==> src/rtl/nibble_serial_adder_pkg.sv <==
// Shared definitions for the nibble-serial adder.
//   - Include-guarded `define block: FSM state encodings and the nibble width.
//   - nibble_serial_adder_pkg: typed state enum, nibble width localparam and the
//     signed-overflow helper used when the last nibble retires.
// This file must be compiled before the other nibble_serial_adder sources.

`ifndef NIBBLE_SERIAL_ADDER_DEFS
`define NIBBLE_SERIAL_ADDER_DEFS
`define ST_IDLE 2'd0
`define ST_RUN 2'd1
`define ST_DONE 2'd2
`define NIB_BITS 4
`endif

package nibble_serial_adder_pkg;

  typedef enum logic [1:0] {
    StIdle = `ST_IDLE,
    StRun  = `ST_RUN,
    StDone = `ST_DONE
  } state_e;

  localparam int unsigned NibBits = `NIB_BITS;

  // Two's-complement overflow: operands share a sign and the result sign differs.
  function automatic logic signed_ovf(logic a_msb, logic b_msb, logic s_msb);
    return (a_msb == b_msb) && (s_msb != a_msb);
  endfunction

endpackage

==> src/rtl/cla_adder_4bit.sv <==
// 4-bit carry-lookahead adder slice.
// Ports:
//   a, b   : 4-bit addends
//   c_in   : carry into bit 0
//   s      : 4-bit sum
//   c_out  : carry out of bit 3

module cla_adder_4bit (
  input  logic [3:0] a,
  input  logic [3:0] b,
  input  logic       c_in,
  output logic [3:0] s,
  output logic       c_out
);

  logic [3:0] g;
  logic [3:0] p;
  logic [4:0] c;

  always_comb begin
    g = a & b;
    p = a ^ b;
    // Every carry is a flat function of g/p/c_in; no rippling between bits.
    c[0] = c_in;
    c[1] = g[0] | (p[0] & c_in);
    c[2] = g[1] | (p[1] & g[0]) | (p[1] & p[0] & c_in);
    c[3] = g[2] | (p[2] & g[1]) | (p[2] & p[1] & g[0]) | (p[2] & p[1] & p[0] & c_in);
    c[4] = g[3] | (p[3] & g[2]) | (p[3] & p[2] & g[1]) | (p[3] & p[2] & p[1] & g[0])
         | (p[3] & p[2] & p[1] & p[0] & c_in);
    s     = p ^ c[3:0];
    c_out = c[4];
  end

endmodule

==> src/rtl/nibble_serial_adder.sv <==
// Multi-cycle WIDTH-bit adder/subtractor built around one shared 4-bit CLA slice.
// One nibble is processed per clock, LSB first, with the carry held in a flop.
// Ports:
//   clk, rst            : clock (rising edge), synchronous active-high reset
//   in_valid, in_ready  : operand handshake; in_ready is high only when idle
//   a, b, c_in, sub     : operands; sub=1 computes a - b and ignores c_in
//   out_valid, out_ready: result handshake; out_valid is high only in DONE
//   s, c_out, overflow  : result, final carry (sub: 1 = no borrow), signed overflow

module nibble_serial_adder
  import nibble_serial_adder_pkg::*;
#(
  parameter int unsigned WIDTH = 32
) (
  input  logic             clk,
  input  logic             rst,
  input  logic             in_valid,
  output logic             in_ready,
  input  logic [WIDTH-1:0] a,
  input  logic [WIDTH-1:0] b,
  input  logic             c_in,
  input  logic             sub,
  output logic             out_valid,
  input  logic             out_ready,
  output logic [WIDTH-1:0] s,
  output logic             c_out,
  output logic             overflow
);

  localparam int unsigned NIB  = WIDTH / NibBits;
  localparam int unsigned CntW = $clog2(NIB);
  localparam logic [CntW-1:0] LastStep = CntW'(NIB - 1);

  state_e            state_q;
  logic [WIDTH-1:0]  a_q;
  logic [WIDTH-1:0]  b_q;      // already inverted for subtraction
  logic              carry_q;
  logic [CntW-1:0]   cnt_q;
  logic [WIDTH-1:0]  sum_q;
  logic              a_msb_q;
  logic              b_msb_q;
  logic              ovf_q;

  logic [3:0] slice_s;
  logic       slice_c;

  // The slice always looks at the low nibble; operands shift down each step.
  cla_adder_4bit u_slice (
    .a     (a_q[3:0]),
    .b     (b_q[3:0]),
    .c_in  (carry_q),
    .s     (slice_s),
    .c_out (slice_c)
  );

  always_ff @(posedge clk) begin
    if (rst) begin
      state_q <= StIdle;
      a_q     <= '0;
      b_q     <= '0;
      carry_q <= 1'b0;
      cnt_q   <= '0;
      sum_q   <= '0;
      a_msb_q <= 1'b0;
      b_msb_q <= 1'b0;
      ovf_q   <= 1'b0;
    end else begin
      unique case (state_q)
        StIdle: begin
          if (in_valid) begin
            a_q     <= a;
            b_q     <= sub ? ~b : b;
            carry_q <= sub ? 1'b1 : c_in;
            a_msb_q <= a[WIDTH-1];
            b_msb_q <= sub ? ~b[WIDTH-1] : b[WIDTH-1];
            cnt_q   <= '0;
            state_q <= StRun;
          end
        end
        StRun: begin
          sum_q[{cnt_q, 2'b00} +: 4] <= slice_s;
          carry_q <= slice_c;
          a_q     <= a_q >> NibBits;
          b_q     <= b_q >> NibBits;
          if (cnt_q == LastStep) begin
            // slice_s[3] is the result MSB on the final step.
            ovf_q   <= signed_ovf(a_msb_q, b_msb_q, slice_s[3]);
            state_q <= StDone;
          end else begin
            cnt_q <= cnt_q + 1'b1;
          end
        end
        StDone: begin
          if (out_ready) begin
            state_q <= StIdle;
          end
        end
        default: state_q <= StIdle;
      endcase
    end
  end

  assign in_ready  = (state_q == StIdle);
  assign out_valid = (state_q == StDone);
  assign s         = sum_q;
  assign c_out     = carry_q;
  assign overflow  = ovf_q;

endmodule

==> config.mk <==
export PLATFORM = sky130hd
export DESIGN_NAME = nibble_serial_adder
export DESIGN_NICKNAME = d
export VERILOG_FILES = /design/src/rtl/nibble_serial_adder_pkg.sv /design/src/rtl/cla_adder_4bit.sv /design/src/rtl/nibble_serial_adder.sv
export SDC_FILE = /design/constraint.sdc
export NUM_CORES = 1
export LEC_CHECK = 0
export CAP_MARGIN = 30
export CORE_ASPECT_RATIO = 1.2
export CORE_MARGIN = 4
export CORE_UTILIZATION = 40
export CTS_CLUSTER_DIAMETER = 200
export DETAILED_ROUTE_END_ITERATION = 12
export MAX_ROUTING_LAYER = met4
export PLACE_DENSITY_LB_ADDON = 0.05
export SYNTH_ARGS = -nofsm -noshare
export SYNTH_HDL_FRONTEND = slang
export SYNTH_SLANG_ARGS = --single-unit
==> constraint.sdc <==
create_clock -name clk -period 5.4 [get_ports clk]
set_input_delay 1.35 -clock clk [delete_from_list [all_inputs] [get_ports clk]]
set_output_delay 1.35 -clock clk [all_outputs]
set_load 0.01 [all_outputs]
==> impl_table.tex <==
\begin{tabular}{lr}
\hline
Metric & Value \\
\hline
\multicolumn{2}{l}{\textbf{Detailed routing}} \\
\quad Routed via count & slightly below 4000 \\
\quad Number of iterations in the first detailed-routing pass & 5 \\
\quad WL/cell & roughly 15 um \\
\quad Wire length reported by the detailed router & $\sim$11 mm \\
\quad Iter 0 DRT Violations & 250 \\
\quad Remaining design rule violation count & 0 \\
\quad Number of vias per cell & between 5 and 6 \\
\quad Remaining antenna violation count after routing & 0 \\
\multicolumn{2}{l}{\textbf{Finish}} \\
\quad Net total in the final layout & between 600 and 700 \\
\quad Summed area of non-filler cells in the final layout & between 6000 and 7000 um\^{}2 \\
\quad Layout overhead on the synthesized area & 30.7\% \\
\quad Final standard cell count with taps included and fillers excluded & between 700 and 800 \\
\quad Fraction of final layout cells sized beyond drive strength 1 & approximately 5.3\% \\
\quad Diodes inserted & 0 \\
\multicolumn{2}{l}{\textbf{Flow run}} \\
\quad Max\_cap viols & 0 \\
\multicolumn{2}{l}{\textbf{Logic synthesis}} \\
\quad Async S/R FF share, synth & 0\% \\
\quad Post-Synthesis Mean Instance Area & 9.50 um\^{}2 \\
\quad Synthesized net count & 580 \\
\quad Synthesized instance count & $\sim$500 \\
\quad Count leader, synth & sky130\_fd\_sc\_hd\_\_dfxtp\_1 \\
\quad Primary FF master, synth & sky130\_fd\_sc\_hd\_\_dfxtp\_1 \\
\quad Unique masters post-synth & 44 \\
\quad Cell area after technology mapping & approximately 4700 um\^{}2 \\
\quad Cell types occupying the most area after synthesis & sky130\_fd\_sc\_hd\_\_dfxtp\_1, sky130\_fd\_sc\_hd\_\_mux2i\_1, sky130\_fd\_sc\_hd\_\_nor2\_1 \\
\quad Number of enable-type register cells in the synthesized netlist & 0 \\
\quad Post-synthesis sequential area ratio & 44.5\% \\
\quad \#FFs+latches synth & between 100 and 150 \\
\quad Largest area contributor in the netlist & sky130\_fd\_sc\_hd\_\_dfxtp\_1 \\
\quad Most frequent cells after synthesis & sky130\_fd\_sc\_hd\_\_dfxtp\_1, sky130\_fd\_sc\_hd\_\_nor2\_1, sky130\_fd\_sc\_hd\_\_mux2i\_1 \\
\quad Area share of the largest cell type after synthesis & 44.5\% \\
\quad Synth warn & 0 \\
\multicolumn{2}{l}{\textbf{Placement}} \\
\quad Cell Area, Placed & just under 6000 um\^{}2 \\
\quad Placer Congestion & about 0.76 \\
\quad Count of buffers inserted at the top-level ports & between 100 and 150 \\
\quad Post-detailed-placement half-perimeter wirelength & 7.74 mm \\
\quad Number of placed instances, taps included & approximately 720 \\
\multicolumn{2}{l}{\textbf{Timing}} \\
\quad Sum of negative setup slack & 0 ns \\
\quad Clock tree skew after final layout & 0.00682 ns \\
\quad Unrepaired setup endpoints after global routing & no \\
\quad Period Utilization, post-route & around three fifths \\
\quad Slew Limit Fails & 0 \\
\quad Worst-Margin Slew & about 0.88 ns \\
\quad Hold Slack & between 0.4 and 0.5 ns \\
\quad Final min period & about 3.2 ns \\
\quad Max Freq & between 300 and 400 MHz \\
\quad Number of setup violations in the final report & 0 \\
\quad Number of endpoints with negative hold slack in the final report & 0 \\
\quad Max-slew headroom & slightly above 40\% \\
\multicolumn{2}{l}{\textbf{Die}} \\
\quad DIE AREA & between 10000 and 15000 um\^{}2 \\
\quad Floorplan core area & 11600 um\^{}2 \\
\quad Die height & around 130 um \\
\quad Starting utilization of the core area & slightly above 40\% \\
\quad Die extent in x & about 110 um \\
\quad Number of core rows & 43 \\
\quad Ports & $\sim$110 \\
\multicolumn{2}{l}{\textbf{Outcome}} \\
\quad Run status & completed \\
\multicolumn{2}{l}{\textbf{Clocking}} \\
\quad CTS Root Buffer Type & sky130\_fd\_sc\_hd\_\_clkbuf\_16 \\
\quad Clk Latency, worst-skew pair & around 0.34 ns \\
\quad Hold buffers post-CTS & 0 \\
\quad Number of levels in the clock H-tree & 3 \\
\quad Max clock buf depth & 2 \\
\quad Inserted Clock Buffers & 9 \\
\quad Clk sinks & about 110 \\
\quad Number of gates resized after CTS & 0 \\
\quad Clock slew seen by the registers of the worst setup and hold paths & 0.06 ns \\
\quad TritonCTS clock tree & done \\
\quad Post-CTS setup buffers & 0 \\
\multicolumn{2}{l}{\textbf{GRT}} \\
\quad Gr ovfl total & 0 \\
\quad Pin count of the biggest net entering global routing & 70 \\
\quad Vias in the first global route & 3712 \\
\quad Tot GR Track Use & about 17\% \\
\quad Antenna violations before repair & 0 \\
\quad Wire length of the first global-routing pass & $\sim$18 mm \\
\multicolumn{2}{l}{\textbf{Power and ir drop}} \\
\quad Share of power burned in the clock network & a little over a third \\
\quad Internal power & about 1.3 mW \\
\quad NetSw & 444 uW \\
\quad Power per cell area & 289 nW/um\^{}2 \\
\quad Leakage power total & 2.40 nW \\
\quad Share of total power consumed by net switching & between 20\% and 30\% \\
\quad Worst supply voltage drop on vdd & approximately 0.17 mV \\
\quad Power share of the sequential group & between 40\% and 50\% \\
\quad Comb pwr share & between 10\% and 20\% \\
\multicolumn{2}{l}{\textbf{Critical path}} \\
\quad Critical Path AT & $\sim$1.8 ns \\
\quad Crit path capture type & output port \\
\quad Data required time of the critical path & between 4 and 5 ns \\
\quad Worst-path maximum fanout & 9 \\
\quad Worst setup path class & reg -> out \\
\quad Critical Path Start Type & flop \\
\multicolumn{2}{l}{\textbf{Hold path}} \\
\quad Path type of the worst min-delay path & reg -> reg \\
\hline
\end{tabular}
## cell type report
type	count	area [um^2]
Multi-Input combinational cell	344	2430
Clock inverter	2	37.5
Fill cell	1084	5400
Timing Repair Buffer	111	1120
Sequential cell	105	2100
Inverter	6	22.5
Clock buffer	13	260
Tap cell	157	196
## through the flow
stage / setup WS [ns] / utilization [%] / power [mW]
global route: 2.08 / 53.3 / 1.88
finish: 2.21 / 53.3 / 1.78
CTS: 2.18 / 53.3 / 1.81
detailed placement: 2.42 / 50.8 / 1.15
floorplan: 2.79 / - / 1.04
global placement: 2.14 / 50.4 / 1.14
## final timing paths
| check | from | end | slack [ns] | cells after the start |
|---|---|---|---|---|
| max reg2reg | cnt_q[0] | s[23] | 2.74 | 7 |
| max | state_q[1] | out_valid | 2.21 | 2 |
| min | s[1] | s[1] | 0.45 | 2 |
| min reg2reg | s[1] | s[1] | 0.45 | 2 |
## layout by cell type (no fill, tap or decap), types with 2 or more instances in the layout
| cell type | instances |
|---|---|
| sky130_fd_sc_hd__dfxtp_1 | 105 |
| sky130_fd_sc_hd__clkdlybuf4s50_1 | 103 |
| sky130_fd_sc_hd__nor2_1 | 88 |
| sky130_fd_sc_hd__mux2i_1 | 41 |
| sky130_fd_sc_hd__xor2_1 | 32 |
| sky130_fd_sc_hd__a211oi_1 | 28 |
| sky130_fd_sc_hd__a222oi_1 | 28 |
| sky130_fd_sc_hd__nand2_1 | 22 |
| sky130_fd_sc_hd__a21oi_1 | 20 |
| sky130_fd_sc_hd__ha_1 | 12 |
| sky130_fd_sc_hd__nand3b_1 | 9 |
| sky130_fd_sc_hd__or4_1 | 9 |
| sky130_fd_sc_hd__clkbuf_16 | 9 |
| sky130_fd_sc_hd__a22oi_1 | 8 |
| sky130_fd_sc_hd__inv_1 | 6 |
| sky130_fd_sc_hd__o41ai_1 | 6 |
| sky130_fd_sc_hd__buf_4 | 5 |
| sky130_fd_sc_hd__nand4_1 | 4 |
| sky130_fd_sc_hd__nand3_1 | 3 |
| sky130_fd_sc_hd__a21o_1 | 3 |
| sky130_fd_sc_hd__nor3_1 | 3 |
| sky130_fd_sc_hd__xnor2_1 | 2 |
| sky130_fd_sc_hd__or3_1 | 2 |
| sky130_fd_sc_hd__o21ai_0 | 2 |
| sky130_fd_sc_hd__or3b_2 | 2 |
| sky130_fd_sc_hd__o31ai_1 | 2 |
| sky130_fd_sc_hd__clkbuf_1 | 2 |
| sky130_fd_sc_hd__clkbuf_8 | 2 |
## per-layer routing
metal / part of all wire (%) / global-route usage (%)
met5: 0 / -
met4: 1.1 / 4.97
met2: 47 / 25.6
met3: 4.1 / 2.73
met1: 47 / 23.3
## critical path, cell delays in order, from the launching register on
cell and delay (ns):
sky130_fd_sc_hd__dfxtp_1 0.64, sky130_fd_sc_hd__nor2b_1 0.28, sky130_fd_sc_hd__clkdlybuf4s50_1 0.59
## cells by family after synthesis
| group | after synthesis | synth area share (%) |
|---|---|---|
| compound gates | 103 | 17.0 |
| fa+ha+maj | 13 | 3.60 |
| mux | 41 | 8.69 |
| simple gates | 153 | 15.4 |
| buf+inv | 48 | 4.48 |
| flops | 105 | 44.5 |
| xor+xnor | 34 | 6.31 |
## power by group through the flow
stage          clock network [mW]  registers (mW)  logic, mW
4_1_cts                     0.669           0.850      0.286
5_1_grt                     0.705           0.856      0.316
3_3_place_gp                    0           0.867      0.275
6_report                    0.651           0.850      0.283
2_1_floorplan                   0           0.857      0.183
3_5_place_dp                    0           0.868      0.285
## state kept, by name (all words and copies together), names as in the netlist
name      flops
a_q          32
b_q          32
s            32
cnt_q         3
state_q       2
a_msb_q       1
b_msb_q       1
c_out         1
overflow      1
Note: power is estimated with default switching activity, not from simulation.
